$ cat src/rtl/ai_host_master_if.sv
// Register bus between the targeting-accelerator host master and the accelerator.
// 4-bit address, 32-bit data, separate read/write strobes, wait_request back-pressure.
interface ai_host_master_if;
  logic [3:0]  addr;
  logic        write_en;
  logic        read_en;
  logic [31:0] data_out;
  logic [31:0] data_in;
  logic        wait_request;

  modport master (
    output addr,
    output write_en,
    output read_en,
    output data_out,
    input  data_in,
    input  wait_request
  );

  modport slave (
    input  addr,
    input  write_en,
    input  read_en,
    input  data_out,
    output data_in,
    output wait_request
  );
endinterface

$ cat src/rtl/ai_host_master.sv
// Host-side bus master for the targeting accelerator.
// Latches one board snapshot, programs accelerator regs 1..9, kicks off the
// computation with a write to reg 0, waits for it and reads the shot index back.
// Optional feature macro: AI_HOST_READBACK_VERIFY_EN (reads regs 1..9 back and
// aborts before the start command on the first mismatch).
module ai_host_master #(
  parameter int unsigned TIMEOUT_CYCLES = 4095,
  parameter int unsigned BOARD_CELLS    = 100
) (
  input  logic                    clock,
  input  logic                    reset,
  input  logic                    req_valid,
  output logic                    req_ready,
  input  logic [99:0]             fired_in,
  input  logic [99:0]             hits_in,
  input  logic [4:0]              ships_in,
  output logic                    shot_valid,
  output logic [6:0]              shot_index,
  output logic                    shot_error,
  output logic                    timeout,
  ai_host_master_if.master        bus
);

  typedef enum logic [2:0] {
    StIdle,
    StWrRegs,
    StRdVerify,
    StWrStart,
    StWaitBusy,
    StRdResult,
    StDone
  } state_e;

  localparam logic [11:0] TimeoutLast = 12'(TIMEOUT_CYCLES - 1);
  localparam logic [6:0]  BadIndex    = 7'h7F;

  state_e      state_q, state_d;
  logic [3:0]  reg_idx_q, reg_idx_d;
  logic [11:0] cnt_q, cnt_d;
  logic [1:0]  wait_cnt_q, wait_cnt_d;
  logic [6:0]  shot_index_q, shot_index_d;
  logic        shot_error_q, shot_error_d;
  logic        timeout_q, timeout_d;
  logic [99:0] fired_q, hits_q;
  logic [4:0]  ships_q;

  logic        accept;
  logic [3:0]  addr_c;
  logic        we_c, re_c;
  logic [31:0] wdata_c;
  logic        stall;
  logic [31:0] reg_word;
  logic [127:0] fired_ext;
  logic        rd_bad;

  // Snapshot word that belongs in register reg_idx_q (regs 1..4 fired, 5..8 hits, 9 ships).
  always_comb begin
    reg_word = 32'd0;
    case (reg_idx_q)
      4'd1:    reg_word = fired_q[31:0];
      4'd2:    reg_word = fired_q[63:32];
      4'd3:    reg_word = fired_q[95:64];
      4'd4:    reg_word = {28'd0, fired_q[99:96]};
      4'd5:    reg_word = hits_q[31:0];
      4'd6:    reg_word = hits_q[63:32];
      4'd7:    reg_word = hits_q[95:64];
      4'd8:    reg_word = {28'd0, hits_q[99:96]};
      4'd9:    reg_word = {27'd0, ships_q};
      default: reg_word = 32'd0;
    endcase
  end

  // Zero-extended so any 7-bit index is in range; cells >= 100 read as not fired.
  assign fired_ext = {28'd0, fired_q};
  assign rd_bad    = (bus.data_in[31:7] != 25'd0)
                  || ({25'd0, bus.data_in[6:0]} >= BOARD_CELLS)
                  || fired_ext[bus.data_in[6:0]];

  // Next-state, bus strobes and result capture.
  always_comb begin
    state_d      = state_q;
    reg_idx_d    = reg_idx_q;
    wait_cnt_d   = 2'd0;
    shot_index_d = shot_index_q;
    shot_error_d = shot_error_q;
    timeout_d    = timeout_q;
    cnt_d        = cnt_q;
    accept       = 1'b0;
    addr_c       = 4'd0;
    we_c         = 1'b0;
    re_c         = 1'b0;
    wdata_c      = 32'd0;

    unique case (state_q)
      StIdle: begin
        if (req_valid) begin
          accept       = 1'b1;
          state_d      = StWrRegs;
          reg_idx_d    = 4'd1;
          shot_error_d = 1'b0;
          timeout_d    = 1'b0;
        end
      end
      StWrRegs: begin
        addr_c  = reg_idx_q;
        we_c    = 1'b1;
        wdata_c = reg_word;
        if (!bus.wait_request) begin
          if (reg_idx_q == 4'd9) begin
`ifdef AI_HOST_READBACK_VERIFY_EN
            state_d   = StRdVerify;
            reg_idx_d = 4'd1;
`else
            state_d   = StWrStart;
`endif
          end else begin
            reg_idx_d = reg_idx_q + 4'd1;
          end
        end
      end
      StRdVerify: begin
`ifdef AI_HOST_READBACK_VERIFY_EN
        addr_c = reg_idx_q;
        re_c   = 1'b1;
        if (!bus.wait_request) begin
          if (bus.data_in != reg_word) begin
            // Accelerator holds a corrupt snapshot: never start it.
            state_d      = StDone;
            shot_error_d = 1'b1;
            timeout_d    = 1'b0;
            shot_index_d = BadIndex;
          end else if (reg_idx_q == 4'd9) begin
            state_d = StWrStart;
          end else begin
            reg_idx_d = reg_idx_q + 4'd1;
          end
        end
`else
        state_d = StIdle;
`endif
      end
      StWrStart: begin
        addr_c = 4'd0;
        we_c   = 1'b1;
        if (!bus.wait_request) begin
          state_d = StWaitBusy;
        end
      end
      StWaitBusy: begin
        // Busy seen (or never raised within 4 cycles): the result read itself
        // stalls until the accelerator drops wait_request.
        if (bus.wait_request || wait_cnt_q == 2'd3) begin
          state_d = StRdResult;
        end else begin
          wait_cnt_d = wait_cnt_q + 2'd1;
        end
      end
      StRdResult: begin
        addr_c = 4'd0;
        re_c   = 1'b1;
        if (!bus.wait_request) begin
          state_d   = StDone;
          timeout_d = 1'b0;
          if (rd_bad) begin
            shot_error_d = 1'b1;
            shot_index_d = BadIndex;
          end else begin
            shot_error_d = 1'b0;
            shot_index_d = bus.data_in[6:0];
          end
        end
      end
      StDone: begin
        state_d = StIdle;
      end
      default: begin
        state_d = StIdle;
      end
    endcase

    stall = (we_c | re_c) & bus.wait_request;

    // Abort: strobes drop because the next state is DONE.
    if (stall && cnt_q == TimeoutLast) begin
      state_d      = StDone;
      shot_error_d = 1'b1;
      timeout_d    = 1'b1;
      shot_index_d = BadIndex;
    end

    if (state_d != state_q || ((we_c | re_c) && !bus.wait_request)) begin
      cnt_d = 12'd0;
    end else if (stall) begin
      cnt_d = cnt_q + 12'd1;
    end
  end

  // State, counters, result and snapshot registers.
  always_ff @(posedge clock) begin
    if (reset) begin
      state_q      <= StIdle;
      reg_idx_q    <= 4'd0;
      cnt_q        <= 12'd0;
      wait_cnt_q   <= 2'd0;
      shot_index_q <= 7'd0;
      shot_error_q <= 1'b0;
      timeout_q    <= 1'b0;
      fired_q      <= 100'd0;
      hits_q       <= 100'd0;
      ships_q      <= 5'd0;
    end else begin
      state_q      <= state_d;
      reg_idx_q    <= reg_idx_d;
      cnt_q        <= cnt_d;
      wait_cnt_q   <= wait_cnt_d;
      shot_index_q <= shot_index_d;
      shot_error_q <= shot_error_d;
      timeout_q    <= timeout_d;
      if (accept) begin
        fired_q <= fired_in;
        hits_q  <= hits_in;
        ships_q <= ships_in;
      end
    end
  end

  assign bus.addr     = addr_c;
  assign bus.write_en = we_c;
  assign bus.read_en  = re_c;
  assign bus.data_out = wdata_c;

  assign req_ready  = (state_q == StIdle);
  assign shot_valid = (state_q == StDone);
  assign shot_index = shot_index_q;
  assign shot_error = shot_error_q;
  assign timeout    = timeout_q;

endmodule

$ cat src/flat_wrapper.sv
// flat-port wrapper written by rule: the top's interface ports become plain ports
module ai_host_master_flat 
#(
  parameter int unsigned TIMEOUT_CYCLES = 4095,
  parameter int unsigned BOARD_CELLS    = 100
)
  (clock, reset, req_valid, req_ready, fired_in, hits_in, ships_in, shot_valid, shot_index, shot_error, timeout, bus_addr, bus_write_en, bus_read_en, bus_data_out, bus_data_in, bus_wait_request);
  ai_host_master_if bus_i ();
  input  logic clock;
  input  logic reset;
  input  logic req_valid;
  output logic req_ready;
  input  logic [99:0] fired_in;
  input  logic [99:0] hits_in;
  input  logic [4:0] ships_in;
  output logic shot_valid;
  output logic [6:0] shot_index;
  output logic shot_error;
  output logic timeout;
  output wire logic [$bits(bus_i.addr)-1:0] bus_addr;
  output wire logic [$bits(bus_i.write_en)-1:0] bus_write_en;
  output wire logic [$bits(bus_i.read_en)-1:0] bus_read_en;
  output wire logic [$bits(bus_i.data_out)-1:0] bus_data_out;
  input wire logic [$bits(bus_i.data_in)-1:0] bus_data_in;
  input wire logic [$bits(bus_i.wait_request)-1:0] bus_wait_request;
  assign bus_addr = bus_i.addr;
  assign bus_write_en = bus_i.write_en;
  assign bus_read_en = bus_i.read_en;
  assign bus_data_out = bus_i.data_out;
  assign bus_i.data_in = bus_data_in;
  assign bus_i.wait_request = bus_wait_request;
  ai_host_master #(.TIMEOUT_CYCLES(TIMEOUT_CYCLES), .BOARD_CELLS(BOARD_CELLS)) u_core (.clock(clock), .reset(reset), .req_valid(req_valid), .req_ready(req_ready), .fired_in(fired_in), .hits_in(hits_in), .ships_in(ships_in), .shot_valid(shot_valid), .shot_index(shot_index), .shot_error(shot_error), .timeout(timeout), .bus(bus_i));
endmodule
$ cat config.mk
export PLATFORM = sky130hd
export DESIGN_NAME = ai_host_master_flat
export DESIGN_NICKNAME = d
export VERILOG_FILES = /design/src/rtl/ai_host_master_if.sv /design/src/rtl/ai_host_master.sv /design/src/flat_wrapper.sv
export SDC_FILE = /design/constraint.sdc
export NUM_CORES = 1
export LEC_CHECK = 0
export CAP_MARGIN = 20
export CORE_MARGIN = 2
export CORE_UTILIZATION = 35
export CTS_CLUSTER_DIAMETER = 100
export DETAILED_ROUTE_END_ITERATION = 10
export GPL_TIMING_DRIVEN = 0
export PLACE_DENSITY = 0.64
export SETUP_SLACK_MARGIN = 0.4
export SYNTH_ARGS = -nofsm -noshare
export SYNTH_HDL_FRONTEND = slang
export SYNTH_SLANG_ARGS = --single-unit
$ cat constraint.sdc
create_clock -name clock -period 4.1 [get_ports clock]
set_input_delay 0.82 -clock clock [delete_from_list [all_inputs] [get_ports clock]]
set_output_delay 0.82 -clock clock [all_outputs]
set_load 0.02 [all_outputs]
==> out/summary.txt, run 1 <==
outcome - completed
Antenna Nets Post-Route - 0
max cap viols - 0
Root Buffer - clkbuf_16
CTS Sinks - 235
NumNets Final - 1906
GRT Residual Overflow - 0
synthesized cell area - 10720 um^2
worst hold path stage count - 2
CTS Buf Count - 27
WP data required - 3.28 ns
n_diodes - 0
area grow syn2layout - 40.63%
largest net degree at the start of global routing - 13
Post-CTS Setup Inserts - 0
Hold Crit Class - reg -> reg
Synth warnings - 0
gr usage total - 27.21%
Starting Density - 35.31%
startpoint types - flop
largest buffer count on any clock path - 3
vias per cell - 5.423
commonest register cell after synthesis - dfxtp_1
count of cell types in the netlist - 64
clock period minus worst slack - 3.702 ns
total wire length - 44680 um
# rows - 64
Max transition margin - 45.01%
share of Yosys cell area claimed by the top area cell type - 43.90%
Initial DRC Count - 980
RSZ-0062 raised after global routing - true
vias in the first global route - 10880
GP Congestion - 0.9230
IO Pins - 290
H-Tree Depth - 1
first-pass GRT wire length - 64730 um
PwrDens - 382.5 nW/um^2
Pleak - 5.378 nW
Setup Viol. Count Final - 0
commonest non-fill, non-tap cell in the layout - nand2_1
sequential area share after synthesis - 43.90%
Tightest Pin Transition - 0.8249 ns
Critical path origin - u_core.reg_idx_q[1]
RR Startpoint - u_core.state_q[1]
FF-to-FF path depth - 8
largest cells by area after synthesis - dfxtp_1, nand2_1, a21oi_1
die area - 32030 um^2
clk_skew - 0.01829 ns
Mapped Cells - 1342
PortBufs - 287
die span in x - 179.0 um
HPWL Detailed - 35100 um
Routed wire per std cell - 21.57 um
DIE HEIGHT - 179.0 um
final period utilization - 90.30%
#FFs+latches synth - 235
CTS tree - yes
min-delay src - u_core.hits_q[87]
share of cells above drive strength 1 - 9.845%
Vias - 11240
Critical Path Fanout Max - 10
first-pass iteration count of the detailed router - 6
Worst-path clk slew - 0.06 ns
initial antenna violation count - 0
Inst Count DP - 2025
setup ws final - 0.3975 ns
cts hold-fix bufs - 0
Non-Filler Instances - 2072
critical setup path kind - reg -> out
pre-CTS setup slack - -0.1287 ns
Core ar. - 30350 um^2
EDFF count, synth - 0
CP arrival - 2.88 ns
clk_lat worst skew - 0.55 ns
fin. max-slew vios - 0
commonest cells after routing, fill and taps aside - nand2_1, clkdlybuf4s50_1, dfxtp_1
DRC viols - 0
Mean Syn Cell Area - 7.985 um^2
Async SR Flop Fraction - 0%
Final Hold Vio Count - 0
maximum vdd drop - 326.0 uV
f_max - 0.2701 GHz
Yosys top cell by area - dfxtp_1
crit end category - primary output
Syn Nets - 1590
[report_power, final]
group          total, mW  leakage, nW  internal (mW)  switching [mW]
sequential          2.51         1.92           2.40           0.108
clock               2.45        0.439           1.47           0.980
combinational      0.805         3.01          0.388           0.417
total               5.77         5.38           4.26            1.50
[final cells by class]
| class | instances | area, um^2 |
|---|---|---|
| well taps | 396 | 495.5 |
| multi-input cells | 990 | 5557 |
| flip-flops and latches | 235 | 4705 |
| repair buffers | 287 | 2770 |
| clock inverters | 8 | 98.84 |
| plain buffers | 109 | 614.3 |
| clock buffers | 39 | 800.8 |
| fillers | 2996 | 15280 |
| inverters | 8 | 30.03 |
[cell usage after synthesis, drive strengths merged, types with 8 or more instances]
| master | instances |
|---|---|
| clkbuf | 76 |
| nand4 | 10 |
| a21oi | 215 |
| mux4 | 21 |
| buf | 33 |
| nor4 | 13 |
| mux2 | 8 |
| dfxtp | 235 |
| o21ai | 8 |
| nor2 | 39 |
| inv | 8 |
| nor3 | 15 |
| nand3 | 8 |
| a22o | 8 |
| mux2i | 11 |
| and2 | 13 |
| a31oi | 34 |
| nand2 | 440 |
| a22oi | 87 |
[critical path, cell delays in order, from the launching register on]
cell and delay (ns):
dfxtp_1 0.43, inv_1 0.09, ha_1 0.21, clkbuf_2 0.19, and2_1 0.19, clkbuf_4 0.22, clkbuf_4 0.24, a221oi_1 0.31
nor2_2 0.11, dlygate4sd2_1 0.34
[per-stage QoR]
stage               power (mW)  hold slack [ns]  instance area (um^2)  utilization, %  setup TNS, ns
finish                   5.765           0.4564                 15070           49.66              0
CTS                      5.760           0.4550                 15100           49.76              0
detailed placement       3.339           0.4472                 14080           46.41        -0.6828
floorplan                2.884           0.4357                 10720               -              0
global placement         3.329           0.4419                 14080           46.41         -1.006
global route             5.941           0.4733                 15070           49.66              0
[layer usage]
layer  global-route usage [%]  routed length [um]  up-vias
li1                         -                   -     5299
met1                    36.20               18380     5252
met2                    42.56               19610      575
met3                    5.407                4547      111
met4                    12.30                2143        0
met5                        0                   0        -
[path summary, 6_finish.rpt]
kind | endpoint | slack [ns]
max | bus_data_out[0] | 0.40
min | u_core.hits_q[87] | 0.46
max reg2reg | u_core.fired_q[9] | 1.37
min reg2reg | u_core.hits_q[87] | 0.46
[state kept, by name, indices dropped and copies added, names as in the netlist]
register and flops:
u_core.fired_q 100, u_core.wait_cnt_q 2, u_core.state_q 3, u_core.shot_error 1, u_core.ships_q 5, u_core.hits_q 100, u_core.cnt_q 12, u_core.reg_idx_q 4
u_core.shot_index 7, u_core.timeout 1
[cell families after synthesis]
logic type	synth area share (%)
compound gates	21.03
mux	6.491
xor+xnor	1.062
buf+inv	5.324
flops	43.90
simple gates	21.38
fa+ha+maj	0.8172
[timing repair]
item / 4_1_cts / 5_1_grt
resized for setup: 86 / 61
cloned: 0 / 0
setup endpoints to repair: 32 / 27
pin swaps: 0 / 0
(Power assumes the default switching activity.)
==> inputs of run 2 (changes only) <==
CELL_PAD_IN_SITES_DETAIL_PLACEMENT = 1   (was not set)
CELL_PAD_IN_SITES_GLOBAL_PLACEMENT = 1   (was not set)
PLACE_DENSITY = 0.83   (was 0.64)
==> run 2 against run 1 <==
Clock-buffer cell count unchanged. Critical endpoint is now bus_data_out[29]. Clock skew fell by 0.0082 ns. Setup slack better by 0.063 ns. Non-clock buffer count stayed put. Design area increased by 0.52%. Largest cell class unchanged. Clock power is 4% higher. Hold slack lost 0.0014 ns. Highest routed layer unchanged.
==> out/summary.txt, run 2 (synthesized netlist as in run 1, its figures left out) <==
total wire length - 48060 um (was 44680 um)
post-route total power - 5.891 mW (was 5.765 mW)
vias per cell - 5.576 (was 5.423)
NumNets Final - 1905 (was 1906)
first-pass GRT wire length - 69100 um (was 64730 um)
WP data required - 3.28 ns (about the same)
largest net degree at the start of global routing - 14 (was 13)
vias in the first global route - 11630 (was 10880)
share of cells above drive strength 1 - 9.541% (was 9.845%)
Placed Area - 14080 um^2 (unchanged)
die span in x - 179.0 um (unchanged)
Inst Count DP - 2025 (unchanged)
Routed wire per std cell - 23.17 um (was 21.57 um)
area grow syn2layout - 41.37% (was 40.63%)
f_max - 0.2748 GHz (was 0.2701 GHz)
Root Buffer - clkbuf_16 (unchanged)
post-layout instance area - 15150 um^2 (was 15070 um^2)
H-Tree Depth - 1 (unchanged)
critical setup path kind - reg -> out (unchanged)
slowest stage delay, CP - 0.35 ns (was 0.43 ns)
IO Pins - 290 (unchanged)
PortBufs - 287 (unchanged)
outcome - completed (unchanged)
Vias - 11570 (was 11240)
max cap viols - 0 (unchanged)
cts hold-fix bufs - 0 (unchanged)
pre-CTS setup slack - -0.2898 ns (was -0.1287 ns)
grt peak-use layer - met2 (unchanged)
clock period minus worst slack - 3.639 ns (was 3.702 ns)
cell family with most CP delay - buffers and inverters (unchanged)
met3 usage - 5.450% (was 5.407%)
Critical Path Fanout Max - 10 (unchanged)
met1 global-route usage - 37.57% (was 36.20%)
Tightest Pin Transition - 0.8100 ns (was 0.8249 ns)
Largest regs - u_core.fired_q (100), u_core.hits_q (100), u_core.cnt_q (12) (unchanged)
DRC viols - 0 (unchanged)
Setup Viol. Count Final - 0 (unchanged)
# rows - 64 (unchanged)
largest buffer count on any clock path - 3 (unchanged)
Worst Path Buf+Inv - 5 (unchanged)
CTS Sinks - 235 (unchanged)
clk_lat worst skew - 0.54 ns (was 0.55 ns)
critical-path cell list - inv_1, ha_1, clkbuf_4, and2_1, clkbuf_4, buf_4, a22oi_1, a31oi_2, clkdlybuf4s15_2 (was inv_1, ha_1, clkbuf_2, and2_1, clkbuf_4, clkbuf_4, a221oi_1, nor2_2, dlygate4sd2_1)
Final Hold Vio Count - 0 (unchanged)
Hold Crit Class - reg -> reg (unchanged)
CTS tree - yes (unchanged)
HPWL Detailed - 37270 um (was 35100 um)
Pleak - 5.399 nW (was 5.378 nW)
Non-Filler Instances - 2074 (was 2072)
commonest non-fill, non-tap cell in the layout - nand2_1 (unchanged)
CP max-delay cell - dfxtp_2 (was dfxtp_1)
Post-CTS Setup Inserts - 0 (unchanged)
PwrDens - 388.8 nW/um^2 (was 382.5 nW/um^2)
crit end category - primary output (unchanged)
Starting Density - 35.31% (unchanged)
cell repeated most along the worst path - clkbuf_4 (unchanged)
Initial DRC Count - 917 (was 980)
final period utilization - 88.76% (was 90.30%)
Max transition margin - 46.00% (was 45.01%)
GR Util met2 - 47.55% (was 42.56%)
Antenna Nets Post-Route - 0 (unchanged)
die area - 32030 um^2 (unchanged)
CTS Buf Count - 26 (was 27)
CP arrival - 2.82 ns (was 2.88 ns)
first-pass iteration count of the detailed router - 6 (unchanged)
Core ar. - 30350 um^2 (unchanged)
fin. max-slew vios - 0 (unchanged)
initial antenna violation count - 1 (was 0)
commonest cells after routing, fill and taps aside - nand2_1, clkdlybuf4s50_1, dfxtp_1 (unchanged)
startpoint types - flop (unchanged)
setup ws final - 0.4608 ns (was 0.3975 ns)
RSZ-0062 raised after global routing - false (was true)
gr usage total - 29.06% (was 27.21%)
clk_skew - 0.01010 ns (was 0.01829 ns)
DIE HEIGHT - 179.0 um (unchanged)
Worst-path clk slew - 0.06 ns (about the same)
GRT Residual Overflow - 0 (unchanged)
GP Congestion - 0.9435 (was 0.9230)
maximum vdd drop - 306.5 uV (was 326.0 uV)
## run 2: where the power goes
| part | switching (mW) | internal, mW |
|---|---|---|
| registers | 0.111 | 2.40 |
| clock network | 0.992 | 1.56 |
| logic | 0.435 | 0.389 |
| total | 1.54 | 4.35 |
## run 2: tightest hold or removal path, delay by kind of cell, from the launching register on
family	cells	cell delay, ns
and+or+nand+nor	1	0.05
DFF	1	0.31
AOI/OAI and AO/OA	1	0.05
## run 2: area by class of cell
class	count	area (um^2)
timing repair buffer	287	2808
fill	3665	15200
antenna	1	2.502
tap	396	495.5
clock inverter	9	148.9
inverter	8	30.03
buffer	109	614.3
multi-input combinational	990	5563
clock buffer	39	780.7
sequential	235	4707
## run 2: worst paths after layout
kind                             from                 to  slack (ns)  cells past startpoint
setup / recovery  u_core.reg_idx_q[1]   bus_data_out[29]        0.46                      9
hold / removal      u_core.hits_q[36]  u_core.hits_q[36]        0.45                      2
setup reg to reg    u_core.state_q[1]  u_core.fired_q[0]        1.36                      8
hold reg to reg     u_core.hits_q[36]  u_core.hits_q[36]        0.45                      2
## run 2: stage by stage
| stage | util, % | setup TNS (ns) | hold slack [ns] |
|---|---|---|---|
| after CTS | 49.92 | 0 | 0.4564 |
| after global placement | 46.41 | -1.742 | 0.4425 |
| after global routing | 49.91 | 0 | 0.4768 |
| after floorplan | - | 0 | 0.4357 |
| after detailed placement | 46.41 | -2.319 | 0.4480 |
| final | 49.92 | 0 | 0.4550 |
## run 2: what timing repair did
item                                    CTS  global route
endpoints found under the setup margin   32            28
resized for setup                        94            38
gates cloned                              0             0
pin swaps                                 0             0
## run 2: layer usage
layer / wire length (um) / vias up
met5: 0 / -
met4: 2193 / 0
met3: 4368 / 115
met2: 21980 / 580
met1: 19510 / 5563
li1: - / 5307
==> inputs of run 3 (changes only) <==
TNS_END_PERCENT = 20   (was not set)
==> run 3 against run 2 <==
First-iteration DRC count increased by 2.1%. Critical path depth decreased by 1. Sequential share of layout area decreased by 0.060 points. Critical endpoint is now bus_data_out[4]. Wire length decreased by 0.43%. Clock power about the same. Die area unchanged. Largest cell class unchanged. Clock skew increased by 0.0030 ns. Largest power group unchanged. Critical path type unchanged. Combinational power about the same. Global-route usage decreased by 0.054 points.
==> out/summary.txt, run 3 (synthesized netlist as in run 1, its figures left out) <==
max cap viols - 0 (unchanged)
Root Buffer - clkbuf_16 (unchanged)
CTS Sinks - 235 (unchanged)
Routed wire per std cell - 23.07 um (was 23.17 um)
NumNets Final - 1905 (unchanged)
Placed Area - 14080 um^2 (unchanged)
Worst Hold End - u_core.hits_q[36] (unchanged)
setup slack, reg-to-reg - 1.37 ns (was 1.36 ns)
f_max - 0.2511 GHz (was 0.2748 GHz)
Initial DRC Count - 936 (was 917)
first-pass GRT wire length - 68970 um (was 69100 um)
Pleak - 5.442 nW (was 5.399 nW)
clk_lat worst skew - 0.54 ns (about the same)
min-delay src - u_core.hits_q[36] (unchanged)
first-pass iteration count of the detailed router - 5 (was 6)
outcome - completed (unchanged)
Antenna Nets Post-Route - 0 (unchanged)
maximum vdd drop - 303.5 uV (was 306.5 uV)
Worst-path clk slew - 0.06 ns (about the same)
commonest non-fill, non-tap cell in the layout - nand2_1 (unchanged)
# rows - 64 (unchanged)
Setup Viol. Count Final - 0 (unchanged)
gr usage total - 29.01% (was 29.06%)
FF-to-FF path depth - 8 (unchanged)
final period utilization - 97.15% (was 88.76%)
PwrDens - 387.8 nW/um^2 (was 388.8 nW/um^2)
total wire length - 47850 um (was 48060 um)
largest buffer count on any clock path - 3 (unchanged)
worst r2r dst - u_core.fired_q[0] (unchanged)
die area - 32030 um^2 (unchanged)
Largest regs - u_core.fired_q (100), u_core.hits_q (100), u_core.cnt_q (12) (unchanged)
WP data required - 3.28 ns (about the same)
DRC viols - 0 (unchanged)
fin. max-slew vios - 0 (unchanged)
RSZ-0062 raised after global routing - true (was false)
startpoint types - flop (unchanged)
HPWL Detailed - 37270 um (unchanged)
worst hold path stage count - 2 (unchanged)
share of cells above drive strength 1 - 8.587% (was 9.541%)
GP Congestion - 0.9435 (unchanged)
Max transition margin - 45.50% (was 46.00%)
CP arrival - 3.16 ns (was 2.82 ns)
CP max-delay cell - clkdlybuf4s50_1 (was dfxtp_2)
area grow syn2layout - 41.60% (was 41.37%)
initial antenna violation count - 3 (was 1)
Core ar. - 30350 um^2 (unchanged)
cell repeated most along the worst path - clkbuf_4 (unchanged)
GRT Residual Overflow - 0 (unchanged)
Final Hold Vio Count - 0 (unchanged)
clock period minus worst slack - 3.983 ns (was 3.639 ns)
clk_skew - 0.01312 ns (was 0.01010 ns)
Tightest Pin Transition - 0.8175 ns (was 0.8100 ns)
Hold Crit Class - reg -> reg (unchanged)
setup ws final - 0.1170 ns (was 0.4608 ns)
critical setup path kind - reg -> out (unchanged)
vias in the first global route - 11640 (was 11630)
cell family with most CP delay - buffers and inverters (unchanged)
PortBufs - 287 (unchanged)
Post-CTS Setup Inserts - 0 (unchanged)
critical-path cell list - inv_1, ha_2, and2_1, clkbuf_4, clkbuf_4, a22oi_1, a31oi_1, clkdlybuf4s50_1 (was inv_1, ha_1, clkbuf_4, and2_1, clkbuf_4, buf_4, a22oi_1, a31oi_2, clkdlybuf4s15_2)
CTS Buf Count - 26 (unchanged)
Worst Path Buf+Inv - 4 (was 5)
pre-CTS setup slack - -0.2898 ns (unchanged)
DIE HEIGHT - 179.0 um (unchanged)
commonest cells after routing, fill and taps aside - nand2_1, clkdlybuf4s50_1, dfxtp_1 (unchanged)
post-cts resize count - 66 (was 94)
cts hold-fix bufs - 0 (unchanged)
die span in x - 179.0 um (unchanged)
largest net degree at the start of global routing - 14 (unchanged)
crit end category - primary output (unchanged)
vias per cell - 5.574 (was 5.576)
slowest stage delay, CP - 0.67 ns (was 0.35 ns)
CTS tree - yes (unchanged)
Vias - 11560 (was 11570)
IO Pins - 290 (unchanged)
RR Startpoint - u_core.state_q[1] (unchanged)
Critical Path Fanout Max - 10 (unchanged)
Starting Density - 35.31% (unchanged)
post-layout instance area - 15170 um^2 (was 15150 um^2)
H-Tree Depth - 1 (unchanged)
-- run 3: cell types whose count changed in the layout (fill, tap and decap cells not counted), moves of 2 or more --
cell / previous run / this run
a22oi_1: 85 / 87
a22oi_2: 2 / 0
buf_2: 14 / 17
buf_4: 4 / 2
clkbuf_2: 19 / 10
clkbuf_4: 12 / 10
clkdlybuf4s15_1: 5 / 1
clkdlybuf4s50_1: 255 / 269
dlygate4sd2_1: 15 / 10
dlymetal6s2s_1: 1 / 6
-- run 3: metrics by stage --
step | power [mW] | hold slack (ns) | setup TNS (ns) | std cells | util [%]
after global placement | 3.330 | 0.4425 | -1.742 | 2025 | 46.41
final | 5.885 | 0.4538 | 0 | 2074 | 50.00
after CTS | 5.892 | 0.4564 | 0 | 2073 | 49.91
after detailed placement | 3.353 | 0.4480 | -2.319 | 2025 | 46.41
after floorplan | 2.884 | 0.4357 | 0 | 1342 | -
after global routing | 6.061 | 0.4768 | 0 | 2073 | 49.99
-- run 3: tightest hold or removal path, stage by stage, from the launching register on --
cell and delay (ns):
dfxtp_1 0.31, nand2_1 0.05, a21oi_1 0.05
-- run 3: how the worst max path moves through the flow --
stage | startpoint | end | depth (start not counted) | slack (ns)
after global placement | u_core.reg_idx_q[0] | bus_data_out[29] | 8 | -0.21
after global routing | u_core.reg_idx_q[0] | bus_data_out[6] | 7 | 0.05
after CTS | u_core.reg_idx_q[0] | bus_data_out[26] | 8 | 0.13
after detailed placement | u_core.reg_idx_q[0] | bus_data_out[8] | 8 | -0.29
final | u_core.reg_idx_q[0] | bus_data_out[4] | 8 | 0.12
after floorplan | u_core.reg_idx_q[1] | bus_data_out[23] | 8 | 1.20
-- run 3: area by class of cell --
cell class | instances | area, um^2
Multi-Input combinational cell | 990 | 5540
Timing Repair Buffer | 287 | 2877
Fill cell | 3669 | 15170
Antenna cell | 1 | 2.502
Buffer | 109 | 594.3
Inverter | 8 | 30.03
Clock buffer | 39 | 780.7
Clock inverter | 9 | 148.9
Tap cell | 396 | 495.5
Sequential cell | 235 | 4706
-- run 3: metal layers --
layer  global-route usage (%)  share of wire, %  vias up
met5                        0             0.027        -
met4                    12.77               4.8        2
met2                    47.04                46      578
li1                         -                 -     5306
met3                    5.556               9.2      119
met1                    37.50                40     5556
-- run 3: where the power goes --
part	switching, mW	internal (mW)	total, mW
registers	0.111	2.40	2.51
clock network	0.988	1.56	2.55
logic	0.433	0.389	0.822
total	1.53	4.35	5.88
